[src/rtl/dbus_pkg.sv]
`default_nettype none
// +--------------------------------------------------------------------------+
// | Module  : dbus_pkg                                                       |
// | Brief   : Shared constants and helpers for the CPU data-bus decoder:     |
// |           error read data, default SoC address map, window match.        |
// | Revision: 1.0 - initial release                                          |
// +--------------------------------------------------------------------------+
package dbus_pkg;

    // Read data returned on an error completion (unmapped or timed-out access)
    localparam logic [31:0] c_ERR_DATA = 32'hDEADBEEF;

    // Default SoC slave windows (base / compare mask)
    localparam logic [31:0] c_BIOS_BASE   = 32'h1FC00000;
    localparam logic [31:0] c_BIOS_MASK   = 32'h1FFFC000;
    localparam logic [31:0] c_CVRAM_BASE  = 32'h1FC04000;
    localparam logic [31:0] c_CVRAM_MASK  = 32'h1FFFC000;
    localparam logic [31:0] c_GVRAM_BASE  = 32'h1FE00000;
    localparam logic [31:0] c_GVRAM_MASK  = 32'h1FE00000;
    localparam logic [31:0] c_GPIO_BASE   = 32'h1FC09000;
    localparam logic [31:0] c_GPIO_MASK   = 32'h1FFFFF00;
    localparam logic [31:0] c_SDCTRL_BASE = 32'h1FC09100;
    localparam logic [31:0] c_SDCTRL_MASK = 32'h1FFFFF00;
    localparam logic [31:0] c_SDDATA_BASE = 32'h1FC08000;
    localparam logic [31:0] c_SDDATA_MASK = 32'h1FFFF000;
    localparam logic [31:0] c_SRAM_BASE   = 32'h1F000000;
    localparam logic [31:0] c_SRAM_MASK   = 32'h1FC00000;

    localparam int c_SOC_NSLV = 7;

    // Slot 0 sits in the least significant 32 bits, so BIOS has top priority
    localparam logic [c_SOC_NSLV*32-1:0] c_SOC_ADDR_BASE = {
        c_SRAM_BASE, c_SDDATA_BASE, c_SDCTRL_BASE, c_GPIO_BASE,
        c_GVRAM_BASE, c_CVRAM_BASE, c_BIOS_BASE
    };
    localparam logic [c_SOC_NSLV*32-1:0] c_SOC_ADDR_MASK = {
        c_SRAM_MASK, c_SDDATA_MASK, c_SDCTRL_MASK, c_GPIO_MASK,
        c_GVRAM_MASK, c_CVRAM_MASK, c_BIOS_MASK
    };

    // True when the address falls inside the window described by base/mask
    function automatic logic addr_match(
        input logic [31:0] addr,
        input logic [31:0] base,
        input logic [31:0] mask
    );
        return (addr & mask) == base;
    endfunction

endpackage
`default_nettype wire

[src/rtl/dbus_addr_decode.sv]
`default_nettype none
// +--------------------------------------------------------------------------+
// | Module  : dbus_addr_decode                                               |
// | Brief   : Combinational priority address decoder. Lowest slot index     |
// |           wins on overlapping windows; flags unmapped requests.          |
// | Revision: 1.0 - initial release                                          |
// +--------------------------------------------------------------------------+
module dbus_addr_decode
    import dbus_pkg::*;
#(
    parameter int                 NSLV      = 7,
    parameter logic [NSLV*32-1:0] ADDR_BASE = c_SOC_ADDR_BASE,
    parameter logic [NSLV*32-1:0] ADDR_MASK = c_SOC_ADDR_MASK
) (
    input  logic [31:0]     addrBus,
    input  logic            masterEN,
    output logic [NSLV-1:0] slvEN,
    output logic            miss
);

    logic [NSLV-1:0] w_hit;

    for (genvar i = 0; i < NSLV; i++) begin : g_hit
        assign w_hit[i] = addr_match(addrBus, ADDR_BASE[32*i +: 32], ADDR_MASK[32*i +: 32]);
    end

    // Isolating the lowest set hit bit gives the priority winner in one step
    assign slvEN = masterEN ? (w_hit & (~w_hit + NSLV'(1))) : '0;
    assign miss  = masterEN & ~(|w_hit);

endmodule
`default_nettype wire

[src/rtl/dbus_decoder_n.sv]
`default_nettype none
// +--------------------------------------------------------------------------+
// | Module  : dbus_decoder_n                                                 |
// | Brief   : Parametrised CPU data-bus decoder/multiplexer with priority    |
// |           window resolution, unmapped-address error response and a      |
// |           stall timeout that force-completes a hung access.             |
// | Revision: 1.0 - initial release                                          |
// +--------------------------------------------------------------------------+
module dbus_decoder_n
    import dbus_pkg::*;
#(
    parameter int                 NSLV      = 7,
    parameter int                 DW        = 32,
    parameter logic [NSLV*32-1:0] ADDR_BASE = c_SOC_ADDR_BASE,
    parameter logic [NSLV*32-1:0] ADDR_MASK = c_SOC_ADDR_MASK,
    parameter int                 TIMEOUT   = 255,
    parameter logic [DW-1:0]      ERR_DATA  = DW'(c_ERR_DATA)
) (
    input  logic                 clk,
    input  logic                 rst,
    input  logic [31:0]          addrBus,
    input  logic                 masterEN,
    output logic [DW-1:0]        dataToCPU,
    output logic                 nakDBus,
    output logic                 busErr,
    output logic [31:0]          errAddr,
    output logic [7:0]           errCnt,
    output logic [NSLV-1:0]      slvEN,
    input  logic [NSLV*DW-1:0]   slvData,
    input  logic [NSLV-1:0]      slvNak
);

    // Counter is kept at least one bit wide so TIMEOUT=0 still elaborates
    localparam int              c_CW   = (TIMEOUT > 0) ? $clog2(TIMEOUT + 1) : 1;
    localparam logic [c_CW-1:0] c_TMAX = c_CW'(TIMEOUT);

    logic [NSLV-1:0] r_sel;
    logic            r_miss;
    logic [31:0]     r_addr;
    logic [c_CW-1:0] r_cnt;
    logic [31:0]     r_errAddr;
    logic [7:0]      r_errCnt;

    logic            w_miss;
    logic            w_dataPhase;
    logic            w_tout;
    logic [DW-1:0]   w_rdData;

    dbus_addr_decode #(
        .NSLV      (NSLV),
        .ADDR_BASE (ADDR_BASE),
        .ADDR_MASK (ADDR_MASK)
    ) u_decode (
        .addrBus  (addrBus),
        .masterEN (masterEN),
        .slvEN    (slvEN),
        .miss     (w_miss)
    );

    // Data-phase state decode: TOUT overrides the stall so the access completes
    assign w_dataPhase = |r_sel;
    assign w_tout      = w_dataPhase && (TIMEOUT != 0) && (r_cnt == c_TMAX);
    assign nakDBus     = w_dataPhase & ~w_tout & (|(r_sel & slvNak));
    assign busErr      = r_miss | w_tout;

    // One-hot AND-OR read mux; yields zero when no slave is selected
    always_comb begin
        w_rdData = '0;
        for (int i = 0; i < NSLV; i++) begin
            w_rdData = w_rdData | (slvData[DW*i +: DW] & {DW{r_sel[i]}});
        end
    end

    assign dataToCPU = busErr ? ERR_DATA : w_rdData;
    assign errAddr   = r_errAddr;
    assign errCnt    = r_errCnt;

    // Data-phase registers: accept a new request whenever the bus is not stalled
    always_ff @(posedge clk) begin
        if (rst) begin
            r_sel  <= '0;
            r_miss <= 1'b0;
            r_addr <= '0;
            r_cnt  <= '0;
        end else if (!nakDBus) begin
            r_sel  <= slvEN;
            r_miss <= w_miss;
            r_addr <= addrBus;
            r_cnt  <= '0;
        end else if (r_cnt != c_TMAX) begin
            r_cnt  <= r_cnt + c_CW'(1);
        end
    end

    // Error log: capture the failing address and count errors with saturation
    always_ff @(posedge clk) begin
        if (rst) begin
            r_errAddr <= '0;
            r_errCnt  <= '0;
        end else if (busErr) begin
            r_errAddr <= r_addr;
            if (r_errCnt != 8'hFF) begin
                r_errCnt <= r_errCnt + 8'd1;
            end
        end
    end

endmodule
`default_nettype wire
[config.mk]
export PLATFORM = sky130hd
export DESIGN_NAME = dbus_decoder_n
export DESIGN_NICKNAME = d
export VERILOG_FILES = /design/src/rtl/dbus_pkg.sv /design/src/rtl/dbus_addr_decode.sv /design/src/rtl/dbus_decoder_n.sv
export SDC_FILE = /design/constraint.sdc
export NUM_CORES = 1
export LEC_CHECK = 0
export CORE_AREA = 2 2 133 135
export CTS_BUF_LIST = sky130_fd_sc_hd__clkbuf_8 sky130_fd_sc_hd__clkbuf_16
export CTS_CLUSTER_SIZE = 10
export DETAILED_ROUTE_END_ITERATION = 8
export DIE_AREA = 0 0 135 137
export GPL_TIMING_DRIVEN = 0
export HOLD_SLACK_MARGIN = 0.08
export PLACE_DENSITY = 0.71
export SLEW_MARGIN = 20
export SYNTH_ARGS = -nofsm -noshare
export SYNTH_HDL_FRONTEND = slang
export SYNTH_HIERARCHICAL = 1
export SYNTH_SLANG_ARGS = --single-unit
[constraint.sdc]
create_clock -name clk -period 5.1 [get_ports clk]
set_clock_uncertainty 0.1 [all_clocks]
set_input_delay 1.275 -clock clk [delete_from_list [all_inputs] [get_ports clk]]
set_output_delay 1.275 -clock clk [all_outputs]
set_load 0.01 [all_outputs]
; ---- Word-level counts from Yosys, hierarchy flattened
; Cells that the tools add are included.
[op_classes]
addsub = 3
n_eq_ne = 10
n_mux = 2
bitwise_logic = 23
n_reduce_logical = 6
[op_table]
columns = op, count
row1 = $and A32 B32 Y32, 7
row2 = $or A32 B32 Y32, 6
row3 = $eq A21 B21 Y1 const B, 2
row4 = $mux W32, 1
row5 = $eq A15 B15 Y1 const B, 2
row6 = $reduce_or A7 Y1, 3
row7 = $eq A17 B17 Y1 const B, 1
row8 = $add A8 B1 Y8 const B, 2
row9 = $eq A8 B8 Y1 const B, 2
row10 = $ne A8 B8 Y1 const B, 2
row11 = $and A7 B7 Y7, 2
row12 = $add A7 B1 Y7 const B, 1
row13 = $eq A7 B7 Y1 const B, 1
row14 = $mux W7, 1
row15 = $not A7 Y7, 1
row16 = $and A1 B1 Y1, 3
row17 = $not A1 Y1, 3
row18 = $reduce_and A2 Y1, 1
row19 = $reduce_or A2 Y1, 1
row20 = $logic_and A1 B1 Y1, 1
row21 = $or A1 B1 Y1, 1
[totals]
register_bits = 88

; ---- Logic depth before layout (Yosys ltp)
; Gate-level depths: netlist of the first run.
[logic_depth]
ltp_word = 8
depth_mapped = 8
ltp_nobuf = 7

; ---- Modules after synthesis
; Netlist of the first run, hierarchy kept.
[modules_own_cells]
columns = module, n_inst, cells_per_inst, area_per_inst_um2, seq_area_each_um2
row1 = dbus_decoder_n, 1, 523, 4431.8, 1761.7
row2 = dbus_addr_decode, 1, 31, 212.7, 0.0

; ---- Worst setup path after synthesis of the first run
; No wires, ideal clock.
[synth_timing]
kind = input to output
startpoint = input addrBus[26]
endpoint = output slvEN[0]
arrival_ns = 2.341
required_ns = 3.725
path_slack_ns = 1.384
path_stages = 4
path_buffers = 0
cell_sequence = and4_2 -> nand4_4 -> or2_4 -> nor4_1
[synth_via]
elab_chain_len = 5
[synth_lines]
columns = item, line_no
row1 = from (decl), dbus_decoder_n.sv:21  ; input logic [31:0] addrBus,
row2 = $eq A15 B15 Y1 *, dbus_pkg.sv:47  ; return (addr & mask) == base;
row3 = $not A7 Y7, dbus_addr_decode.sv:28  ; assign slvEN = masterEN ? (w_hit & (~w_hit + NSLV'(1))) : '0;
row4 = $add A7 B1 Y7, dbus_addr_decode.sv:28
row5 = $and A7 B7 Y7 *, dbus_addr_decode.sv:28
row6 = $mux W7 *, dbus_addr_decode.sv:28
row7 = to (decl), dbus_decoder_n.sv:28  ; output logic [NSLV-1:0] slvEN,
; Every way passes the cells marked *; elsewhere a longest branch is shown, timed or not.

; ---- Worst setup path in the final report of the first run
[layout_timing]
startpoint = input addrBus[26]
endpoint = output slvEN[5]
[layout_via]
elab_chain_len = 5
word_cells_on_any_way = 10
[layout_lines]
columns = item, line_no
row1 = "$eq A21 B21 Y1, or another cell as far along", dbus_pkg.sv:47
row2 = $not A7 Y7, dbus_addr_decode.sv:28
row3 = $add A7 B1 Y7, dbus_addr_decode.sv:28
row4 = $and A7 B7 Y7 *, dbus_addr_decode.sv:28
row5 = $mux W7 *, dbus_addr_decode.sv:28
; Marked as above.

==> flow_summary.toml, run 1 <==
[clock_network]
cts_resized = 0
path_clk_slew_ps = 60
cts_root_buf = "clkbuf_16"
clock_latency_ps = 340
numCtsBuffers = 9
cts_tree = "done"
postCtsSetupBuffers = 0
cts_hold_buf = 0
htree_num_levels = 3
cts.sink_count = 88
clockBufferDepth = 2

[worst_setup_path]
crit_fanout = 4
crit_required_ps = 3720
worstSetupPathType = "in -> out"
worst_ep_arrival_time_ps = 3620
reg2reg_depth = 8
startpoint_type = "input pin"
r2r_end = "errAddr[30]"
r2r_start = "r_cnt[0]"
r2r_slack_ps = 2820
crit_path_end_kind = "output port"

[global_routing]
first_global_vias = 5903
grt.overflow.total = 0
grtUsageTotal_pct = 25.37
antenna_found_initial = 7
grt_pass1_wl_um = 35110
grt_max_degree = 16

[detailed_routing]
m1WireLength_um = 9946
drc = 0
routed_wl_um = 24850
first_pass_iters = 7
dr_wl_met3_um = 2262
routed.top_layer = "met5"
drtAntennaViolNets = 0
post_drt_wl_per_cell_um = 21.68
wl_met2_um = 12150
dr.first_iter.drc_count = 399
via_per_inst = 5.222
vias = 5984

[placement]
dpl_worst_slack_ps = 85.60
placed_cell_area_sq_um = 8389
place_congestion = 0.9441
io_buffer_count = 346
dpl.hpwl_um = 19560

[pwr]
powerDensity_nw_per_um2 = 204.8
clock_power_share_pct = 40.6
p_int_mw = 1.388
vdd_drop_max_v = 0.0001720
p_comb_share_pct = 19.1
p_leak_nw = 3.304
p_sw_share_pct = 22.51
seq_power_share_pct = 40.4
power_switching_mw = 0.4032

[final_layout]
drive_gt1_share_pct = 5.677
mostFrequentLayoutCells = "clkdlybuf4s50_1, dfxtp_1, nand2_1"
fin_nets = 1179
utilization_pct = 51.27
final_area_sq_um = 8745
fillers = 1641
final_common_cell = "clkdlybuf4s50_1"
area_growth_pct = 88.28

[min_path]
hold_path_depth = 2
min_to = "errAddr[28]"
holdCritPathClass = "reg -> reg"
min_from = "errAddr[28]"

[sta]
fmax_ghz = 0.2000
finalSetupViolations = 0
relSlewSlack_pct = 49.21
setup-tns-final_ps = 0
fin_ws_ps = 100.9
drv_slew = 0
grt_setup_unrepaired = "false"
finalCritPeriodShare_pct = 98.02
period_needed_ps = 4999
hold_viol_final = 0
worst_slew_pin_slew_ps = 761.9

[yosys]
synth_compound_area_share_pct = 25.46
synth_area_sq_um = 4644
synthAdderAreaFrac_pct = 0.5388
yosys-top-cells-area = "dfxtp_1, a22oi_1, mux2i_1"
muxShareOfSynthArea_pct = 8.621
synth_cell_types = 46
synth_fp_nets = 822
netlist.area_leader.share_pct = 37.93
syn_inst = 554
yosysTopAreaCell = "dfxtp_1"
synth-simple-area-share_pct = 20.85
synth_top_family_by_area = "compound AO/OA/AOI/OAI gates"
yosysWarnings = 6
synth_seq_area_share_pct = 37.93
yosys.area_share.xor_xnor_pct = 1.131
avgSynthCellArea_sq_um = 8.383
synth_seq_cells = 88

[outcome]
outcome = "complete, no violations"

[floorplanning]
dieArea_sq_um = 18500
fp-row-count = 48
io_pins = 347
die_h_um = 137
core_area_sq_um = 17060
initial_core_util_pct = 27.23
die_w_um = 135

[job]
maxCapViolCount = 0
==> worst max-delay path, cell delays in order <==
cell             delay [ps]
clkdlybuf4s50_1         490
and4_2                  310
nand4_4                 130
or2_4                   300
nor3_1                  470
clkdlybuf4s50_1         640
==> per-layer routing <==
metal / GRT usage (%) / vias to the layer above
li1: - / 2829
met1: 29.67 / 2840
met2: 44.05 / 275
met3: 7.815 / 36
met4: 8.738 / 4
met5: 0 / -
==> cell usage after synthesis (all sizes together) <==
cell type / instances
nor4b: 1
xor2: 1
nand3b: 1
buf: 18
ha: 2
inv: 6
mux2i: 40
a211oi: 2
or3: 1
xnor2: 5
a22oi: 66
nand4: 27
nor3: 8
and2: 3
nand3: 8
a21oi: 43
and4: 1
nand2: 77
nor3b: 1
clkbuf: 35
nor4: 5
o41ai: 1
a222oi: 33
o31ai: 3
o21ai: 6
or2: 4
nor2b: 2
or4: 3
and3: 6
dfxtp: 88
nor2: 48
a31oi: 9
==> worst max path at each step <==
stage,end,startpoint
after floorplan,slvEN[0],addrBus[26]
after detailed placement,slvEN[0],addrBus[26]
after global routing,slvEN[4],addrBus[25]
after CTS,slvEN[0],addrBus[26]
final,slvEN[5],addrBus[26]
after global placement,slvEN[0],addrBus[27]
==> kinds of logic (layout without fill, tap and decap cells) <==
kind of cell	count (synthesis)	count (layout)
AOI/OAI and AO/OA	163	163
xor gates and xnor gates	6	6
adders and majority gates	2	2
buffers and inverters	59	421
DFF	88	88
muxes	40	40
other	0	5
and+or+nand+nor	196	196
==> power groups by stage <==
| stage | registers [mW] | clock network [mW] | logic (mW) |
|---|---|---|---|
| after detailed placement | 0.738 | 0 | 0.339 |
| after floorplan | 0.740 | 0 | 0.0616 |
| final | 0.723 | 0.727 | 0.341 |
| after global routing | 0.725 | 0.769 | 0.362 |
| after global placement | 0.738 | 0 | 0.336 |
| after CTS | 0.723 | 0.737 | 0.341 |
==> sequential cells by signal, indices dropped and copies added, names as in the netlist <==
name     cells
r_addr      32
r_cnt        8
errAddr     32
r_miss       1
errCnt       8
r_sel        7
==> through the flow <==
step / total power [mW] / hold WS [ps] / instances
final: 1.791 / 349.6 / 1146
after global routing: 1.857 / 371.1 / 1145
after CTS: 1.801 / 354.9 / 1141
after detailed placement: 1.077 / 345.8 / 1125
after global placement: 1.074 / 339.9 / 1125
after floorplan: 0.8012 / 335.7 / 554
==> layout make-up <==
type / instances / area (sq um) / share of cell area, %
timing repair buffer: 346 / 3463 / 39.61
multi-input combinational: 407 / 2641 / 30.20
sequential: 88 / 1762 / 20.15
tap: 225 / 281.5 / 3.219
clock buffer: 10 / 239.0 / 2.733
buffer: 53 / 231.5 / 2.647
clock inverter: 6 / 91.34 / 1.044
inverter: 6 / 22.52 / 0.2575
antenna: 5 / 12.51 / 0.1431
Power figures use the tool's default switching activity.
==> inputs of run 2 (changes only) <==
--- a/config.mk
+++ b/config.mk
@@ -12,7 +12,7 @@
 export DIE_AREA = 0 0 135 137
 export GPL_TIMING_DRIVEN = 0
 export HOLD_SLACK_MARGIN = 0.08
-export PLACE_DENSITY = 0.71
+export PLACE_DENSITY = 0.73
 export SLEW_MARGIN = 20
 export SYNTH_ARGS = -nofsm -noshare
 export SYNTH_HDL_FRONTEND = slang
==> run 2 against run 1 <==
Net effect:
- via count fell by 0.37%
- core utilization fell by 0.18 points
- power fell by 3.0%
- first-iteration DRC count rose by 17%
- critical path type unchanged
- global-route usage fell by 0.26 points
- worst hold slack improved by 0.65 ps
- non-clock buffer count did not move
- sequential cell count did not move
- worst setup slack got worse by 20 ps
==> flow_summary.toml, run 2 (synthesis results as in run 1) <==
[detailed_routing]
drtAntennaViolNets = 0
first_pass_iters = 8
via_per_inst = 5.212
drc = 0
dr.first_iter.drc_count = 465
routed_wl_um = 24840
vias = 5962
post_drt_wl_per_cell_um = 21.71

[floorplanning]
die_h_um = 137
die_w_um = 135
io_pins = 347
fp-row-count = 48
initial_core_util_pct = 27.23
core_area_sq_um = 17060
dieArea_sq_um = 18500

[sta]
period_needed_ps = 5019
drv_slew = 0
setup-tns-final_ps = 0
finalSetupViolations = 0
worst_slew_pin_slew_ps = 782.2
grt_setup_unrepaired = "false"
hold_viol_final = 0
relSlewSlack_pct = 47.86
finalCritPeriodShare_pct = 98.41
fmax_ghz = 0.1992

[min_path]
holdCritPathClass = "reg -> reg"
hold_path_depth = 2
min_from = "errAddr[0]"
min_to = "errAddr[0]"

[placement]
placed_cell_area_sq_um = 8389
io_buffer_count = 346
place_congestion = 0.8982
dpl.hpwl_um = 19660

[global_routing]
antenna_found_initial = 3
grtUsageTotal_pct = 25.12
first_global_vias = 5796
grt_pass1_wl_um = 34670
grt_max_degree = 16
grt.overflow.total = 0

[clock_network]
cts.sink_count = 88
path_clk_slew_ps = 60
clock_latency_ps = 330
clockBufferDepth = 2
cts_tree = "done"
htree_num_levels = 3
numCtsBuffers = 9
cts_root_buf = "clkbuf_16"

[final_layout]
final_common_cell = "clkdlybuf4s50_1"
fin_nets = 1179
mostFrequentLayoutCells = "clkdlybuf4s50_1, dfxtp_1, nand2_1"
area_growth_pct = 87.61
drive_gt1_share_pct = 5.677
final_area_sq_um = 8713

[worst_setup_path]
startpoint_type = "input pin"
crit_required_ps = 3720
reg2reg_depth = 8
max_stage_delay_ps = 660
r2r_end = "errAddr[30]"
worst_ep_arrival_time_ps = 3640
crit_slowest_cell = "clkdlybuf4s50_1"
crit_path_end_kind = "output port"
crit_fanout = 4
r2r_slack_ps = 2760
crit_chain = "clkdlybuf4s50_1, and4_2, nand4_4, or2_4, nor3_1, clkdlybuf4s50_1"
worstSetupPathType = "in -> out"
r2r_start = "r_cnt[0]"
crit_top_cell = "clkdlybuf4s50_1"

[pwr]
powerDensity_nw_per_um2 = 199.4
p_leak_nw = 3.291
vdd_drop_max_v = 0.0001698

[job]
maxCapViolCount = 0

[outcome]
outcome = "complete, no violations"
run 2: worst max-delay path, delay by kind of cell:
family | cells | cell delay (ps)
AND/OR/NAND/NOR | 4 | 1210
buffers and inverters | 2 | 1150
run 2: metrics by stage:
| stage | total power [mW] | cells | worst slack (ps) | util (%) | hold WS, ps |
|---|---|---|---|---|---|
| floorplan | 0.8012 | 554 | 1384 | - | 335.7 |
| detailed placement | 1.077 | 1125 | 10.95 | 49.19 | 343.2 |
| CTS | 1.752 | 1141 | 19.34 | 51.01 | 352.2 |
| finish | 1.737 | 1144 | 80.90 | 51.09 | 350.3 |
| global placement | 1.074 | 1125 | -6.480 | 49.19 | 338.7 |
| global route | 1.804 | 1144 | 59.21 | 51.09 | 373.7 |
run 2: worst max-delay path by stage:
stage / end / from
2_1_floorplan: slvEN[0] / addrBus[26]
3_3_place_gp: slvEN[1] / addrBus[27]
3_5_place_dp: slvEN[1] / addrBus[27]
4_1_cts: slvEN[0] / addrBus[27]
5_1_grt: slvEN[5] / addrBus[27]
6_report: slvEN[5] / addrBus[27]
run 2: repair_timing:
action / in CTS / in global routing
buffers inserted: 0 / 0
cloned: 0 / 0
setup endpoints to repair: 1 / 1
gates resized for setup: 1 / 1
hold endpoints to repair: 0 / 0
hold buffers: 0 / 0
run 2: power by group:
| part | internal, mW | switching (mW) |
|---|---|---|
| Sequential | 0.710 | 0.0129 |
| Clock | 0.395 | 0.278 |
| Combinational | 0.233 | 0.109 |
run 2: metal layers:
metal	GRT usage (%)	up-vias	wire length (um)
li1	-	2824	-
met1	29.25	2809	9957
met2	43.06	281	11760
met3	7.778	48	2345
met4	10.01	0	775
met5	0	-	0
run 2: cell type report:
class | count | area, sq um
Tap cell | 225 | 281.5
Clock inverter | 6 | 65.06
Buffer | 53 | 231.5
Timing Repair Buffer | 346 | 3463
Inverter | 6 | 22.52
Multi-Input combinational cell | 407 | 2641
Clock buffer | 10 | 239.0
Sequential cell | 88 | 1762
Fill cell | 1668 | 8343
Antenna cell | 3 | 7.507
==> inputs of run 3 (changes only) <==
--- a/config.mk
+++ b/config.mk
@@ -12,7 +12,7 @@
 export DIE_AREA = 0 0 135 137
 export GPL_TIMING_DRIVEN = 0
 export HOLD_SLACK_MARGIN = 0.08
-export PLACE_DENSITY = 0.73
+export PLACE_DENSITY_LB_ADDON = 0.08
 export SLEW_MARGIN = 20
 export SYNTH_ARGS = -nofsm -noshare
 export SYNTH_HDL_FRONTEND = slang
==> run 3 against run 2 <==
Net effect:
- power is 1.3% lower
- wire length is 11% higher
- clock-buffer cell count is 1 higher
- worst setup slack better by 14 ps
- via count is 1.9% higher
- critical path depth stayed put
- combinational power is 3% higher
- clock power is 4.9% lower
==> flow_summary.toml, run 3 (synthesis results as in run 1) <==
[final_layout]
fin_nets = 1179
regArea_sq_um = 1762
final_common_cell = "clkdlybuf4s50_1"
mostFrequentLayoutCells = "clkdlybuf4s50_1, dfxtp_1, nand2_1"
fillers = 1618
area_growth_pct = 87.39
drive_gt1_share_pct = 5.459
multi_input_area_sq_um = 2635

[min_path]
min_from = "errAddr[1]"
holdCritPathClass = "reg -> reg"

[pwr]
p_comb_share_pct = 20.5
powerDensity_nw_per_um2 = 197.1
vdd_drop_max_v = 0.0002059
power_switching_mw = 0.4109
p_sw_share_pct = 23.96
p_int_mw = 1.304
clock_power_share_pct = 37.3
seq_power_share_pct = 42.1
p_total_mw = 1.715
p_leak_nw = 3.286

[worst_setup_path]
startpoint_type = "input pin"
worstSetupPathType = "in -> out"
critPathLaunch = "addrBus[26]"
worst_ep_arrival_time_ps = 3630
r2r_start = "r_cnt[0]"
crit_fanout = 4
crit_required_ps = 3720
crit_path_end_kind = "output port"

[detailed_routing]
dr.first_iter.drc_count = 497
via_per_inst = 5.296
drtAntennaViolNets = 0
routed_wl_um = 27620
post_drt_wl_per_cell_um = 24.08
vias = 6074
drc = 0
first_pass_iters = 9

[sta]
fmax_ghz = 0.1998
hold_viol_final = 0
drv_slew = 0
finalSetupViolations = 0
worst_slew_pin_slew_ps = 812.9
finalCritPeriodShare_pct = 98.14
period_needed_ps = 5005
fin_hold_ws_ps = 348.9
relSlewSlack_pct = 45.80
grt_setup_unrepaired = "false"

[global_routing]
grt_max_degree = 16
grtUsageTotal_pct = 28.42
first_global_vias = 6021
grt_pass1_wl_um = 38740
antenna_found_initial = 6
grt.overflow.total = 0

[placement]
dpl.hpwl_um = 22590
place_congestion = 0.9913
io_buffer_count = 346

[floorplanning]
io_pins = 347
die_h_um = 137
initial_core_util_pct = 27.23
core_area_sq_um = 17060
dieArea_sq_um = 18500
fp-row-count = 48
die_w_um = 135

[clock_network]
cts_root_buf = "clkbuf_16"
path_clk_slew_ps = 60
clock_latency_ps = 330
numCtsBuffers = 9
clockBufferDepth = 2
postCtsSetupBuffers = 0
cts_tree = "done"
cts.sink_count = 88
htree_num_levels = 3

[job]
maxCapViolCount = 0

[outcome]
outcome = "complete, no violations"
## run 3: routing by layer
metal	up-vias	routed length, um	track usage [%]	share of wire (%)
li1	2829	-	-	-
met1	2949	11270	34.04	41
met2	271	13650	50.62	49
met3	25	2192	7.444	7.9
met4	0	502	7.176	1.8
met5	-	0	0	0
## run 3: power groups by stage
stage / combinational (mW) / clock (mW) / sequential (mW)
after floorplan: 0.0616 / 0 / 0.740
final: 0.352 / 0.640 / 0.723
after global placement: 0.345 / 0 / 0.737
after CTS: 0.351 / 0.653 / 0.723
after detailed placement: 0.349 / 0 / 0.738
after global routing: 0.371 / 0.684 / 0.725
## run 3: critical path, cell delays in order
cell	delay (ps)
clkdlybuf4s50_1	490
and4_2	300
nand4_4	130
or2_4	300
nor4_1	450
clkdlybuf4s50_1	700
## run 3: final timing paths
kind | end | slack, ps | depth (start not counted)
min | errAddr[1] | 350 | 2
max | slvEN[1] | 90 | 6
max reg2reg | errAddr[30] | 2810 | 8
min reg2reg | errAddr[1] | 350 | 2
## run 3: through the flow
| stage | utilization (%) | instances | instance area [sq um] | setup slack, ps | setup TNS [ps] |
|---|---|---|---|---|---|
| 2_1_floorplan | - | 554 | 4644 | 1384 | 0 |
| 6_report | 51.03 | 1147 | 8703 | 94.68 | 0 |
| 3_3_place_gp | 49.19 | 1125 | 8389 | -18.33 | -18.33 |
| 5_1_grt | 51.00 | 1145 | 8698 | 18.04 | 0 |
| 4_1_cts | 50.94 | 1141 | 8688 | 135.8 | 0 |
| 3_5_place_dp | 49.19 | 1125 | 8389 | -14.13 | -14.13 |
## run 3: final cells by class
class                      instances  area share (%)
timing repair buffer             346           39.79
multi-input combinational        407           30.28
sequential                        88           20.24
tap                              225           3.235
clock buffer                      11           2.904
buffer                            53           2.660
clock inverter                     5          0.4600
inverter                           6          0.2588
antenna                            6          0.1725
## run 3: what timing repair did
action                                  4_1_cts  5_1_grt
endpoints found under the setup margin        1        0
endpoints found under the hold margin         0        0
gates resized for setup                       1        0
hold buffers                                  0        0
